$ cat src/rtl/mem_initiator_if.sv
// Single-cycle valid/ready memory request bus between the BIST initiator and the memory responder.
interface mem_initiator_if #(
  parameter int WIDTH      = 8,
  parameter int ADDR_WIDTH = 4
);
  logic                  valid;
  logic                  wr_rd;
  logic [ADDR_WIDTH-1:0] addr;
  logic [WIDTH-1:0]      wdata;
  logic [WIDTH-1:0]      rdata;
  logic                  ready;

  modport master (output valid, wr_rd, addr, wdata, input  rdata, ready);
  modport slave  (input  valid, wr_rd, addr, wdata, output rdata, ready);
endinterface

$ cat src/rtl/mem_initiator.sv
// Memory BIST initiator: writes seed+addr to every location, reads each back and compares.
// Optional macro MEM_INIT_TIMEOUT_EN aborts a pass when ready is missing for TIMEOUT cycles.
module mem_initiator #(
  parameter int WIDTH      = 8,
  parameter int DEPTH      = 16,
  parameter int ADDR_WIDTH = $clog2(DEPTH),
  parameter int TIMEOUT    = 15
) (
  input  logic                  clk,
  input  logic                  res,
  input  logic                  start,
  input  logic [WIDTH-1:0]      seed,
  mem_initiator_if.master       bus,
  output logic                  busy,
  output logic                  done,
  output logic                  pass,
  output logic [ADDR_WIDTH:0]   err_count,
  output logic [ADDR_WIDTH-1:0] fail_addr,
  output logic                  timeout
);

  localparam int CW = ADDR_WIDTH + 1;

  typedef enum logic [2:0] {
    IDLE, WR_REQ, WR_WAIT, RD_REQ, RD_WAIT, FINISH
  } state_e;

  state_e                state_q, state_d;
  logic [ADDR_WIDTH-1:0] addr_q, addr_d;
  logic [WIDTH-1:0]      seed_q, seed_d;
  logic [CW-1:0]         err_q, err_d;
  logic [ADDR_WIDTH-1:0] fail_q, fail_d;
  logic                  pass_q, pass_d;
  logic                  tout_q, tout_d;
  logic                  valid_q, valid_d;
  logic                  wr_rd_q, wr_rd_d;
  logic [WIDTH-1:0]      wdata_q, wdata_d;
  logic                  busy_q, busy_d;
  logic                  done_q, done_d;

  logic                  last_addr;
  logic [WIDTH-1:0]      expected;

  assign last_addr = (addr_q == ADDR_WIDTH'(DEPTH - 1));
  assign expected  = seed_q + WIDTH'(addr_q);

`ifdef MEM_INIT_TIMEOUT_EN
  localparam int TW = $clog2(TIMEOUT + 1);
  logic [TW-1:0] wcnt_q, wcnt_d;
`endif

  always_comb begin
    state_d = state_q;
    addr_d  = addr_q;
    seed_d  = seed_q;
    err_d   = err_q;
    fail_d  = fail_q;
    pass_d  = pass_q;
    tout_d  = tout_q;
`ifdef MEM_INIT_TIMEOUT_EN
    wcnt_d  = wcnt_q;
`endif

    unique case (state_q)
      IDLE: begin
        if (start) begin
          seed_d  = seed;
          addr_d  = '0;
          err_d   = '0;
          fail_d  = '0;
          pass_d  = 1'b0;
          tout_d  = 1'b0;
          state_d = WR_REQ;
        end
      end
      WR_REQ: begin
        state_d = WR_WAIT;
`ifdef MEM_INIT_TIMEOUT_EN
        wcnt_d  = '0;
`endif
      end
      WR_WAIT: begin
        if (bus.ready) begin
          if (last_addr) begin
            addr_d  = '0;
            state_d = RD_REQ;
          end else begin
            addr_d  = addr_q + ADDR_WIDTH'(1);
            state_d = WR_REQ;
          end
        end
`ifdef MEM_INIT_TIMEOUT_EN
        else if (wcnt_q == TW'(TIMEOUT)) begin
          tout_d  = 1'b1;
          state_d = FINISH;
        end else begin
          wcnt_d  = wcnt_q + TW'(1);
        end
`endif
      end
      RD_REQ: begin
        state_d = RD_WAIT;
`ifdef MEM_INIT_TIMEOUT_EN
        wcnt_d  = '0;
`endif
      end
      RD_WAIT: begin
        if (bus.ready) begin
          if (bus.rdata != expected) begin
            if (err_q != CW'(DEPTH)) err_d = err_q + CW'(1);
            if (err_q == '0)         fail_d = addr_q;
          end
          if (last_addr) begin
            state_d = FINISH;
          end else begin
            addr_d  = addr_q + ADDR_WIDTH'(1);
            state_d = RD_REQ;
          end
        end
`ifdef MEM_INIT_TIMEOUT_EN
        else if (wcnt_q == TW'(TIMEOUT)) begin
          tout_d  = 1'b1;
          state_d = FINISH;
        end else begin
          wcnt_d  = wcnt_q + TW'(1);
        end
`endif
      end
      FINISH: begin
        state_d = IDLE;
      end
      default: state_d = IDLE;
    endcase

    // Result is resolved on entry to FINISH so pass is already valid while done pulses.
    if (state_d == FINISH && state_q != FINISH) pass_d = (err_d == '0) && !tout_d;

    // Bus and status outputs are decoded from the next state so they leave flops directly.
    valid_d = (state_d == WR_REQ) || (state_d == RD_REQ);
    wr_rd_d = (state_d == WR_REQ) || (state_d == WR_WAIT);
    wdata_d = wr_rd_d ? (seed_d + WIDTH'(addr_d)) : '0;
    busy_d  = (state_d != IDLE);
    done_d  = (state_d == FINISH);
  end

  always_ff @(posedge clk) begin
    if (!res) begin
      state_q <= IDLE;
      addr_q  <= '0;
      seed_q  <= '0;
      err_q   <= '0;
      fail_q  <= '0;
      pass_q  <= 1'b0;
      tout_q  <= 1'b0;
      valid_q <= 1'b0;
      wr_rd_q <= 1'b0;
      wdata_q <= '0;
      busy_q  <= 1'b0;
      done_q  <= 1'b0;
    end else begin
      state_q <= state_d;
      addr_q  <= addr_d;
      seed_q  <= seed_d;
      err_q   <= err_d;
      fail_q  <= fail_d;
      pass_q  <= pass_d;
      tout_q  <= tout_d;
      valid_q <= valid_d;
      wr_rd_q <= wr_rd_d;
      wdata_q <= wdata_d;
      busy_q  <= busy_d;
      done_q  <= done_d;
    end
  end

`ifdef MEM_INIT_TIMEOUT_EN
  always_ff @(posedge clk) begin
    if (!res) wcnt_q <= '0;
    else      wcnt_q <= wcnt_d;
  end
`endif

  assign bus.valid = valid_q;
  assign bus.wr_rd = wr_rd_q;
  assign bus.addr  = addr_q;
  assign bus.wdata = wdata_q;
  assign busy      = busy_q;
  assign done      = done_q;
  assign pass      = pass_q;
  assign err_count = err_q;
  assign fail_addr = fail_q;
  assign timeout   = tout_q;

endmodule

$ cat src/flat_wrapper.sv
// flat-port wrapper written by rule: the top's interface ports become plain ports
module mem_initiator_flat 
#(
  parameter int WIDTH      = 8,
  parameter int DEPTH      = 16,
  parameter int ADDR_WIDTH = $clog2(DEPTH),
  parameter int TIMEOUT    = 15
)
  (clk, res, start, seed, busy, done, pass, err_count, fail_addr, timeout, bus_valid, bus_wr_rd, bus_addr, bus_wdata, bus_rdata, bus_ready);
  mem_initiator_if #(.WIDTH(WIDTH), .ADDR_WIDTH(ADDR_WIDTH)) bus_i ();
  input  logic clk;
  input  logic res;
  input  logic start;
  input  logic [WIDTH-1:0] seed;
  output logic busy;
  output logic done;
  output logic pass;
  output logic [ADDR_WIDTH:0] err_count;
  output logic [ADDR_WIDTH-1:0] fail_addr;
  output logic timeout;
  output wire logic [$bits(bus_i.valid)-1:0] bus_valid;
  output wire logic [$bits(bus_i.wr_rd)-1:0] bus_wr_rd;
  output wire logic [$bits(bus_i.addr)-1:0] bus_addr;
  output wire logic [$bits(bus_i.wdata)-1:0] bus_wdata;
  input wire logic [$bits(bus_i.rdata)-1:0] bus_rdata;
  input wire logic [$bits(bus_i.ready)-1:0] bus_ready;
  assign bus_valid = bus_i.valid;
  assign bus_wr_rd = bus_i.wr_rd;
  assign bus_addr = bus_i.addr;
  assign bus_wdata = bus_i.wdata;
  assign bus_i.rdata = bus_rdata;
  assign bus_i.ready = bus_ready;
  mem_initiator #(.WIDTH(WIDTH), .DEPTH(DEPTH), .ADDR_WIDTH(ADDR_WIDTH), .TIMEOUT(TIMEOUT)) u_core (.clk(clk), .res(res), .start(start), .seed(seed), .bus(bus_i), .busy(busy), .done(done), .pass(pass), .err_count(err_count), .fail_addr(fail_addr), .timeout(timeout));
endmodule
$ cat config.mk
export PLATFORM = sky130hd
export DESIGN_NAME = mem_initiator_flat
export DESIGN_NICKNAME = d
export VERILOG_FILES = /design/src/rtl/mem_initiator_if.sv /design/src/rtl/mem_initiator.sv /design/src/flat_wrapper.sv
export SDC_FILE = /design/constraint.sdc
export NUM_CORES = 1
export LEC_CHECK = 0
export CAP_MARGIN = 20
export CORE_ASPECT_RATIO = 1.75
export CORE_MARGIN = 5
export CORE_UTILIZATION = 33
export DETAILED_ROUTE_END_ITERATION = 8
export PLACE_DENSITY = 0.53
export RECOVER_POWER = 100
export SLEW_MARGIN = 10
export SYNTH_ARGS = -nofsm -noshare
export SYNTH_HDL_FRONTEND = slang
export SYNTH_SLANG_ARGS = --single-unit
$ cat constraint.sdc
create_clock -name clk -period 8.45 [get_ports clk]
set_input_delay 1.69 -clock clk [delete_from_list [all_inputs] [get_ports clk]]
set_output_delay 1.69 -clock clk [all_outputs]
set_load 0.005 [all_outputs]
==> results.cfg, run 1 <==
[run_status]
status = finished clean

[clocking]
cts.clk_slew.worst_paths_ns = 0.06
clk_path_buf_depth = 2
ctsHoldBuffers = 0
cts-htree-levels = 2
insertion_delay_ns = 0.28
cts_tree = done
cts_root_buf = clkbuf_16
cts_sinks = 38
cts_setup_buffers = 0
cts_inserted_buffers = 5
post_cts_resized = 0

[synth]
ys_ff_latch = 38
synth-compound-area-share = 0.196
synthDistinctLibCells = 56
synth_xor_area_frac = 0.0603
synthSimpleGateAreaFrac = 0.237
synth_mux_area_frac = 0.0393
synth_area_sq_mm = 0.00232
synth_ff_type = dfxtp_1
synth_top_area_frac = 0.328
syn_avg_cell_area_sq_um = 8.44
synth_adder_area_share = 0.0819
synth_edf_count = 0
synth_top_area_cell = dfxtp_1
synthArstFlopShare = 0
yosys_warnings = 0
netlist_instances = 275
syn_nets = 309
synth_top_family_by_area = simple AND/OR/NAND/NOR gates
yosys-top-cells-count = dfxtp_1 (38), nor2_1 (32), nand2_1 (30)
yosysSeqAreaShare = 0.328
yosys-top-cells-area = dfxtp_1 (33%), ha_1 (6.5%), nor2_1 (5.2%), nand2_1 (4.8%), and2_1 (4.3%)
synth.most_common_cell = dfxtp_1

[cells_and_area]
drive_gt1_frac = 0.0409
final_cells = 402
n_antenna_cell = 0
layout.nets = 351
final.fill_count = 716
multi_input_area_sq_mm = 0.00138
area_growth_syn_to_layout_pct = 25.1
seq_area_sq_um = 761

[grt]
grt_pass1_vias = 2139
grt_pass1_wl_um = 10000
antenna_found_initial = 0
grt_max_degree = 17
globalRouteTotalUtil = 0.147
grt_overflow = 0

[route]
dr.pass1.iters = 4
drc_errors = 0
drt_iter0_markers = 49
finalWirelength_um = 6100
antenna_left = 0
vias = 2044
vias_per_cell = 5.08
routedWlPerCell_um = 15.2

[placed_design]
pre_cts_ws_ns = 3.70
dpl.hpwl_um = 4740
port_buffers = 46
dp_cells = 394
gp_congestion = 0.853

[floorplan]
ios = 47
dieArea_sq_mm = 0.00888
num_rows = 40
die_w_um = 73.4
die_y_um = 121
coreArea_sq_mm = 0.00686
start_util = 0.339

[critical_path]
r2r_start = u_core.state_q[2]
cp.depth = 13
arrival_ns = 5.16
end_kind = register
timing.rr.end = u_core.bus.wdata[5]
path_buf_inv = 1
critPathMaxFanout = 15
slowest_stage = nor2_1
crit_chain = dlygate4sd3_1 -> o21ai_0 -> nor2_1 -> nand2_1 -> nand2_1 -> ha_1 -> a21o_1 -> a21oi_1 -> o21bai_1 -> nand2_1 -> xnor2_1 -> nor2_1 -> a211oi_1
endpoint = u_core.bus.wdata[5]
slowest_delay_ns = 1.03
rrSetupSlack_ns = 4.75
critPathMostFrequentCell = nand2_1
path_class = in -> reg
critPathRequiredTime_ns = 8.64
startpoint = start
critical_path.top_delay_family = simple AND/OR/NAND/NOR gates
crit_path_start_kind = primary input
ff2ff_path_depth = 12

[timing]
slew_headroom = 0.173
slew_violations = 0
skew_ns = 0.00329
hold_violations = 0
finalSetupViolations = 0
post-route-period-util = 0.588
timing.hold.ws_ns = 0.493
setup_tns_ns = 0
worst_pin_slew_ns = 1.24
fin_crit_ns = 4.97
max_freq_ghz = 0.201
rsz0062_at_grt = no
worst_slack_ns = 3.48

[power_and_ir_drop]
p_leak_uw = 0.00128
finalPower_uw = 455
ir_drop_mv = 0.0966
powerDensity_mw_per_mm2 = 157

[flow_run]
drv_cap = 0

[worst_hold_path]
hold_path.class = reg -> reg
[how the worst min path moves through the flow]
stage / slack (ns) / endpoint / cells after the start / start
after CTS: 0.50 / u_core.fail_addr[2] / 2 / u_core.fail_addr[2]
final: 0.49 / u_core.fail_addr[2] / 2 / u_core.fail_addr[2]
after floorplan: 0.47 / u_core.fail_addr[0] / 2 / u_core.fail_addr[0]
after global routing: 0.53 / u_core.fail_addr[0] / 2 / u_core.fail_addr[0]
after detailed placement: 0.49 / u_core.fail_addr[2] / 2 / u_core.fail_addr[2]
after global placement: 0.49 / u_core.fail_addr[0] / 2 / u_core.fail_addr[0]
[cell type report]
cell class / count / share of cell area
multi-input combinational: 213 / 0.476
sequential: 38 / 0.262
timing repair buffer: 46 / 0.159
clock buffer: 7 / 0.0491
tap: 84 / 0.0362
inverter: 13 / 0.0168
clock inverter: 1 / 0.00172
[through the flow]
| step | util | cell area (sq um) |
|---|---|---|
| 6_report | 0.424 | 2900 |
| 3_3_place_gp | 0.409 | 2800 |
| 3_5_place_dp | 0.409 | 2800 |
| 5_1_grt | 0.424 | 2900 |
| 4_1_cts | 0.430 | 2950 |
| 2_1_floorplan | - | 2320 |
[power breakdown]
part	internal (uW)	switching [uW]
Clock	117	70.5
Combinational	34.4	37.7
Sequential	188	7.25
[flip-flops by register name, summed over array words and instances (netlist names), 3 cells and up]
register          count
u_core.err_count      5
u_core.fail_addr      4
u_core.state_q        3
u_core.bus.wdata      8
u_core.bus.addr       4
u_core.seed_q         8
[worst register-to-register path: cells and delay by family, from the launching register on]
kind | cells | cell delay, ns
AOI/OAI and AO/OA | 5 | 1.18
xor gates and xnor gates | 1 | 0.12
adders and majority gates | 1 | 0.25
DFF | 1 | 0.59
and+or+nand+nor | 5 | 1.47
[logic make-up (layout without fill, tap and decap cells)]
| kind of cell | Yosys count | in the layout |
|---|---|---|
| buf+inv | 24 | 67 |
| compound gates | 62 | 62 |
| flops | 38 | 38 |
| xor+xnor | 16 | 16 |
| mux | 9 | 9 |
| simple gates | 112 | 112 |
| fa+ha+maj | 14 | 14 |
[layout by cell type, fill, tap and decap left out, drive strengths merged, types with 4 or more instances in the layout]
cell type / synthesis / routed
dfxtp: 38 / 38
nor2: 34 / 34
nand2: 30 / 30
dlygate4sd3: 0 / 30
and2: 17 / 17
a21oi: 16 / 16
clkdlybuf4s50: 0 / 16
inv: 13 / 13
o21ai: 12 / 12
ha: 12 / 12
xnor2: 10 / 10
nand3: 9 / 9
mux2i: 8 / 8
clkbuf: 7 / 7
xor2: 6 / 6
a21o: 5 / 5
a31oi: 5 / 5
nor3: 4 / 4
nor3b: 4 / 4
[layer usage]
layer	vias to the layer above	wire length [um]	track usage
li1	1045	-	-
met1	939	2350	0.155
met2	44	3350	0.266
met3	16	206	0.0257
met4	0	203	0.0760
met5	-	0	0
(Power assumes the default switching activity.)
==> run 2, diff against run 1 <==
--- a/config.mk
+++ b/config.mk
@@ -10,7 +10,7 @@
 export CORE_MARGIN = 5
 export CORE_UTILIZATION = 33
 export DETAILED_ROUTE_END_ITERATION = 8
-export PLACE_DENSITY = 0.53
+export PLACE_DENSITY = 0.55
 export RECOVER_POWER = 100
 export SLEW_MARGIN = 10
 export SYNTH_ARGS = -nofsm -noshare
==> constraint.sdc (replaced) <==
create_clock -name clk -period 4.4 [get_ports clk]
set_input_delay 0.88 -clock clk [delete_from_list [all_inputs] [get_ports clk]]
set_output_delay 0.88 -clock clk [all_outputs]
set_load 0.005 [all_outputs]
==> run 2 against run 1 <==
  * Final cell count is 0.50% higher
  * Via count is 0.64% higher
  * Largest power group unchanged
  * Largest cell class unchanged
  * Global-route usage is 0.25 points higher
==> results.cfg, run 2 (synthesized netlist as in run 1, its figures left out) <==
[run_status]
status = finished clean

[power_and_ir_drop]
powerDensity_mw_per_mm2 = 295
finalPower_uw = 861
p_leak_uw = 0.00127
ir_drop_mv = 0.200

[cells_and_area]
layout_commonest_cell = dfxtp_1
fin_util = 0.426
final_area_sq_mm = 0.00292
final_cell_mix = dfxtp_1 (38), nor2_1 (34), nand2_1 (30)
n_antenna_cell = 0
drive_gt1_frac = 0.0438
final.fill_count = 711
layout.nets = 354
area_growth_syn_to_layout_pct = 25.8

[timing]
setup_tns_ns = 0
fin_crit_ns = 3.68
hold_violations = 0
worst_pin_slew_ns = 0.797
rsz0062_at_grt = no
post-route-period-util = 0.837
skew_ns = 0.00443
slew_headroom = 0.468
max_freq_ghz = 0.272
worst_slack_ns = 0.719
slew_violations = 0
finalSetupViolations = 0

[clocking]
post_cts_resized = 0
cts_root_buf = clkbuf_16
cts_inserted_buffers = 5
cts_tree = done
clk_path_buf_depth = 2
cts-htree-levels = 2
ctsHoldBuffers = 0
cts.clk_slew.worst_paths_ns = 0.06
insertion_delay_ns = 0.29
cts_setup_buffers = 0
cts_sinks = 38

[floorplan]
coreArea_sq_mm = 0.00686
ios = 47
num_rows = 40
die_y_um = 121
start_util = 0.339
dieArea_sq_mm = 0.00888
die_w_um = 73.4

[grt]
antenna_found_initial = 0
grt_pass1_vias = 2073
grt_overflow = 0
grt_max_degree = 17
grt_pass1_wl_um = 10100
globalRouteTotalUtil = 0.149

[worst_hold_path]
min_to = u_core.fail_addr[0]
hold_start = u_core.fail_addr[0]
hold_path.class = reg -> reg
hold_depth = 2

[route]
finalWirelength_um = 6220
vias_per_cell = 5.09
antenna_left = 0
dr.pass1.iters = 4
routedWlPerCell_um = 15.4
drt_iter0_markers = 46
vias = 2057
drc_errors = 0

[critical_path]
critPathRequiredTime_ns = 4.60
r2r_start = u_core.bus.addr[0]
timing.rr.end = u_core.fail_addr[2]
end_kind = register
critPathMaxFanout = 13
rrSetupSlack_ns = 0.94
path_class = in -> reg
crit_path_start_kind = primary input
ff2ff_path_depth = 10
arrival_ns = 3.88

[placed_design]
gp_congestion = 0.852
port_buffers = 46
pre_cts_ws_ns = 0.584
dpl.hpwl_um = 4830
dpl_cell_area_sq_mm = 0.00283

[flow_run]
drv_cap = 0
-- run 2: changes by cell type in the layout (fill, tap and decap cells not counted), sizes merged --
cell | before | now
dlygate4sd3 | 30 | 29
clkdlybuf4s50 | 16 | 17
clkbuf | 7 | 8
clkinv | 1 | 2
-- run 2: critical path: stages --
cell	delay [ns]
dlygate4sd3_1	0.57
o21ai_0	0.08
clkbuf_1	0.20
nor2_1	0.27
clkbuf_1	0.59
nand2_1	0.11
nand2_1	0.10
ha_1	0.26
a21oi_1	0.22
o21bai_1	0.13
nand2_1	0.09
xnor2_1	0.11
nor2_1	0.05
a211oi_1	0.21
-- run 2: final cells by class --
type	count	area, sq um	area share
Tap cell	84	105	0.0360
Timing Repair Buffer	49	472	0.161
Clock buffer	5	125	0.0428
Multi-Input combinational cell	213	1400	0.479
Sequential cell	38	761	0.260
Inverter	13	48.8	0.0167
Clock inverter	2	10.0	0.00343
-- run 2: power breakdown --
group          internal [uW]  switching (uW)
clock network            204             137
registers                361            14.5
logic                   68.0            76.2
total                    633             228
-- run 2: worst max path at each step --
stage | startpoint | end | slack (ns) | depth (start not counted)
finish | start | u_core.bus.wdata[5] | 0.72 | 14
global placement | start | u_core.bus.wdata[5] | 0.67 | 14
global route | start | u_core.bus.wdata[5] | 0.43 | 14
CTS | start | u_core.bus.wdata[7] | 0.89 | 14
detailed placement | start | u_core.bus.wdata[7] | 0.58 | 14
floorplan | bus_ready | u_core.bus.wdata[5] | 1.30 | 13
-- run 2: routing by layer --
| layer | vias to the layer above | GRT usage | part of all wire |
|---|---|---|---|
| met2 | 37 | 0.274 | 0.56 |
| met1 | 968 | 0.157 | 0.38 |
| met3 | 9 | 0.0274 | 0.040 |
| met4 | 0 | 0.0703 | 0.024 |
| met5 | - | 0 | 0 |
| li1 | 1043 | - | - |
-- run 2: metrics by stage --
stage	hold WS, ns	std cells
floorplan	0.466	275
global placement	0.485	397
detailed placement	0.483	397
CTS	0.490	404
global route	0.520	404
finish	0.481	404
==> run 3, diff against run 2 <==
--- a/config.mk
+++ b/config.mk
@@ -10,7 +10,7 @@
 export CORE_MARGIN = 5
 export CORE_UTILIZATION = 33
 export DETAILED_ROUTE_END_ITERATION = 8
-export PLACE_DENSITY = 0.55
+export PLACE_DENSITY = 0.53
 export RECOVER_POWER = 100
 export SLEW_MARGIN = 10
 export SYNTH_ARGS = -nofsm -noshare
==> constraint.sdc (replaced) <==
create_clock -name clk -period 3.5 [get_ports clk]
set_input_delay 0.7 -clock clk [delete_from_list [all_inputs] [get_ports clk]]
set_output_delay 0.7 -clock clk [all_outputs]
set_load 0.005 [all_outputs]
==> run 3 against run 2 <==
  * Combinational power rose by 32%
  * Total power rose by 35%
  * Count of clock-buffer cells in the layout did not move
  * Sequential cell count did not move
  * Critical path type unchanged
  * Largest cell class unchanged
  * Largest power group is now clock
==> results.cfg, run 3 (synthesized netlist as in run 1, its figures left out) <==
[placed_design]
dpl.hpwl_um = 4870
gp_congestion = 0.824
port_buffers = 46
dp_cells = 401

[critical_path]
crit_path_start_kind = primary input
slowest_stage = clkdlybuf4s50_1
end_kind = register
critPathMostFrequentCell = nand2_1
path_class = in -> reg
path_buf_inv = 2
arrival_ns = 3.34
critPathRequiredTime_ns = 3.69
crit_chain = clkdlybuf4s50_1 -> o21ai_0 -> nand2b_1 -> clkbuf_1 -> nand2_1 -> nand2_1 -> ha_1 -> a21oi_1 -> o21bai_1 -> nand2_1 -> xnor2_1 -> nor2_1 -> a211oi_1
critPathMaxFanout = 6
critical_path.top_delay_family = compound AO/OA/AOI/OAI gates
slowest_delay_ns = 0.44

[clocking]
cts_root_buf = clkbuf_16
cts_inserted_buffers = 5
cts_tree = done
cts-htree-levels = 2
ctsHoldBuffers = 0
cts.clk_slew.worst_paths_ns = 0.06
clk_path_buf_depth = 2
cts_sinks = 38
insertion_delay_ns = 0.28

[timing]
hold_violations = 0
slew_violations = 0
max_freq_ghz = 0.317
fin_crit_ns = 3.15
skew_ns = 0.00575
finalSetupViolations = 0
rsz0062_at_grt = no
setup_tns_ns = 0
worst_pin_slew_ns = 0.534
slew_headroom = 0.643
post-route-period-util = 0.901

[cells_and_area]
layout.nets = 358
final_cell_mix = dfxtp_1 (37), nor2_1 (33), nand2_1 (30)
final_cells = 409
drive_gt1_frac = 0.0646
layout_commonest_cell = dfxtp_1
area_growth_syn_to_layout_pct = 29.1
n_antenna_cell = 0
final.fill_count = 685
fin_util = 0.437

[floorplan]
die_w_um = 73.4
start_util = 0.339
dieArea_sq_mm = 0.00888
ios = 47
coreArea_sq_mm = 0.00686
num_rows = 40
die_y_um = 121

[grt]
grt_pass1_wl_um = 10100
grt_max_degree = 17
globalRouteTotalUtil = 0.145
antenna_found_initial = 0
grt_overflow = 0
grt_pass1_vias = 2175

[route]
routedWlPerCell_um = 15.0
vias = 2099
dr.pass1.iters = 4
drc_errors = 0
antenna_left = 0
drt_iter0_markers = 101
finalWirelength_um = 6140
vias_per_cell = 5.13

[run_status]
status = finished clean

[power_and_ir_drop]
p_leak_uw = 0.00130
powerDensity_mw_per_mm2 = 389
ir_drop_mv = 0.315

[worst_hold_path]
hold_path.class = reg -> reg

[flow_run]
drv_cap = 0
[run 3: changes by cell type in the layout (fill, tap and decap cells not counted)]
cell and change:
buf_4 +3, clkdlybuf4s50_1 +2, nor2_2 +1, and2_0 -2
clkbuf_1 +1, dfxtp_2 +1, dfxtp_1 -1, o2111ai_1 -1
o2111ai_4 +1, bufinv_16 +1, and2_1 +2, dlygate4sd3_1 -2
nor2_1 -1
[run 3: timing repair]
action,CTS,global route
setup buffers,0,0
setup endpoints to repair,0,1
gates resized for setup,0,1
[run 3: path summary, 6_finish.rpt]
check | start | end | slack [ns] | cells after the start
min reg2reg | u_core.fail_addr[3] | u_core.fail_addr[3] | 0.49 | 2
min | u_core.fail_addr[3] | u_core.fail_addr[3] | 0.49 | 2
max reg2reg | u_core.bus.addr[0] | u_core.pass | 0.42 | 10
max | start | u_core.bus.wdata[5] | 0.35 | 13
[run 3: worst register-to-register path, stage by stage, from the launching register on]
cell and delay (ns):
dfxtp_2 0.37, ha_1 0.25, fa_1 0.42, and3_2 0.25
o221a_1 0.24, a211o_1 0.27, o2111ai_4 0.37, a21oi_1 0.14
o31ai_1 0.37, o211a_1 0.21, a31o_1 0.13
[run 3: report_power, final]
part | internal [uW] | switching (uW)
combinational | 90.4 | 99.4
sequential | 454 | 18.7
clock | 333 | 171
total | 877 | 289
[run 3: layer usage]
layer | GRT usage | wire [um] | vias to the layer above
li1 | - | - | 1058
met1 | 0.152 | 2360 | 980
met2 | 0.275 | 3390 | 50
met3 | 0.0191 | 214 | 11
met4 | 0.0669 | 170 | 0
met5 | 0 | 0 | -
[run 3: per-stage QoR]
stage	hold WS, ns	instance area (sq um)	total power (uW)	setup slack [ns]
4_1_cts	0.503	3020	1190	0.273
3_5_place_dp	0.490	2860	684	0.106
5_1_grt	0.505	3000	1220	0.106
3_3_place_gp	0.480	2860	683	0.165
2_1_floorplan	0.466	2320	600	0.582
6_report	0.488	3000	1170	0.347
[run 3: final cells by class]
class	instances	area, sq um	share of cell area
timing repair buffer	53	498	0.166
tap	84	105	0.0350
clock inverter	3	40.0	0.0134
inverter	13	48.8	0.0163
multi-input combinational	213	1420	0.474
sequential	38	762	0.254
clock buffer	5	125	0.0417
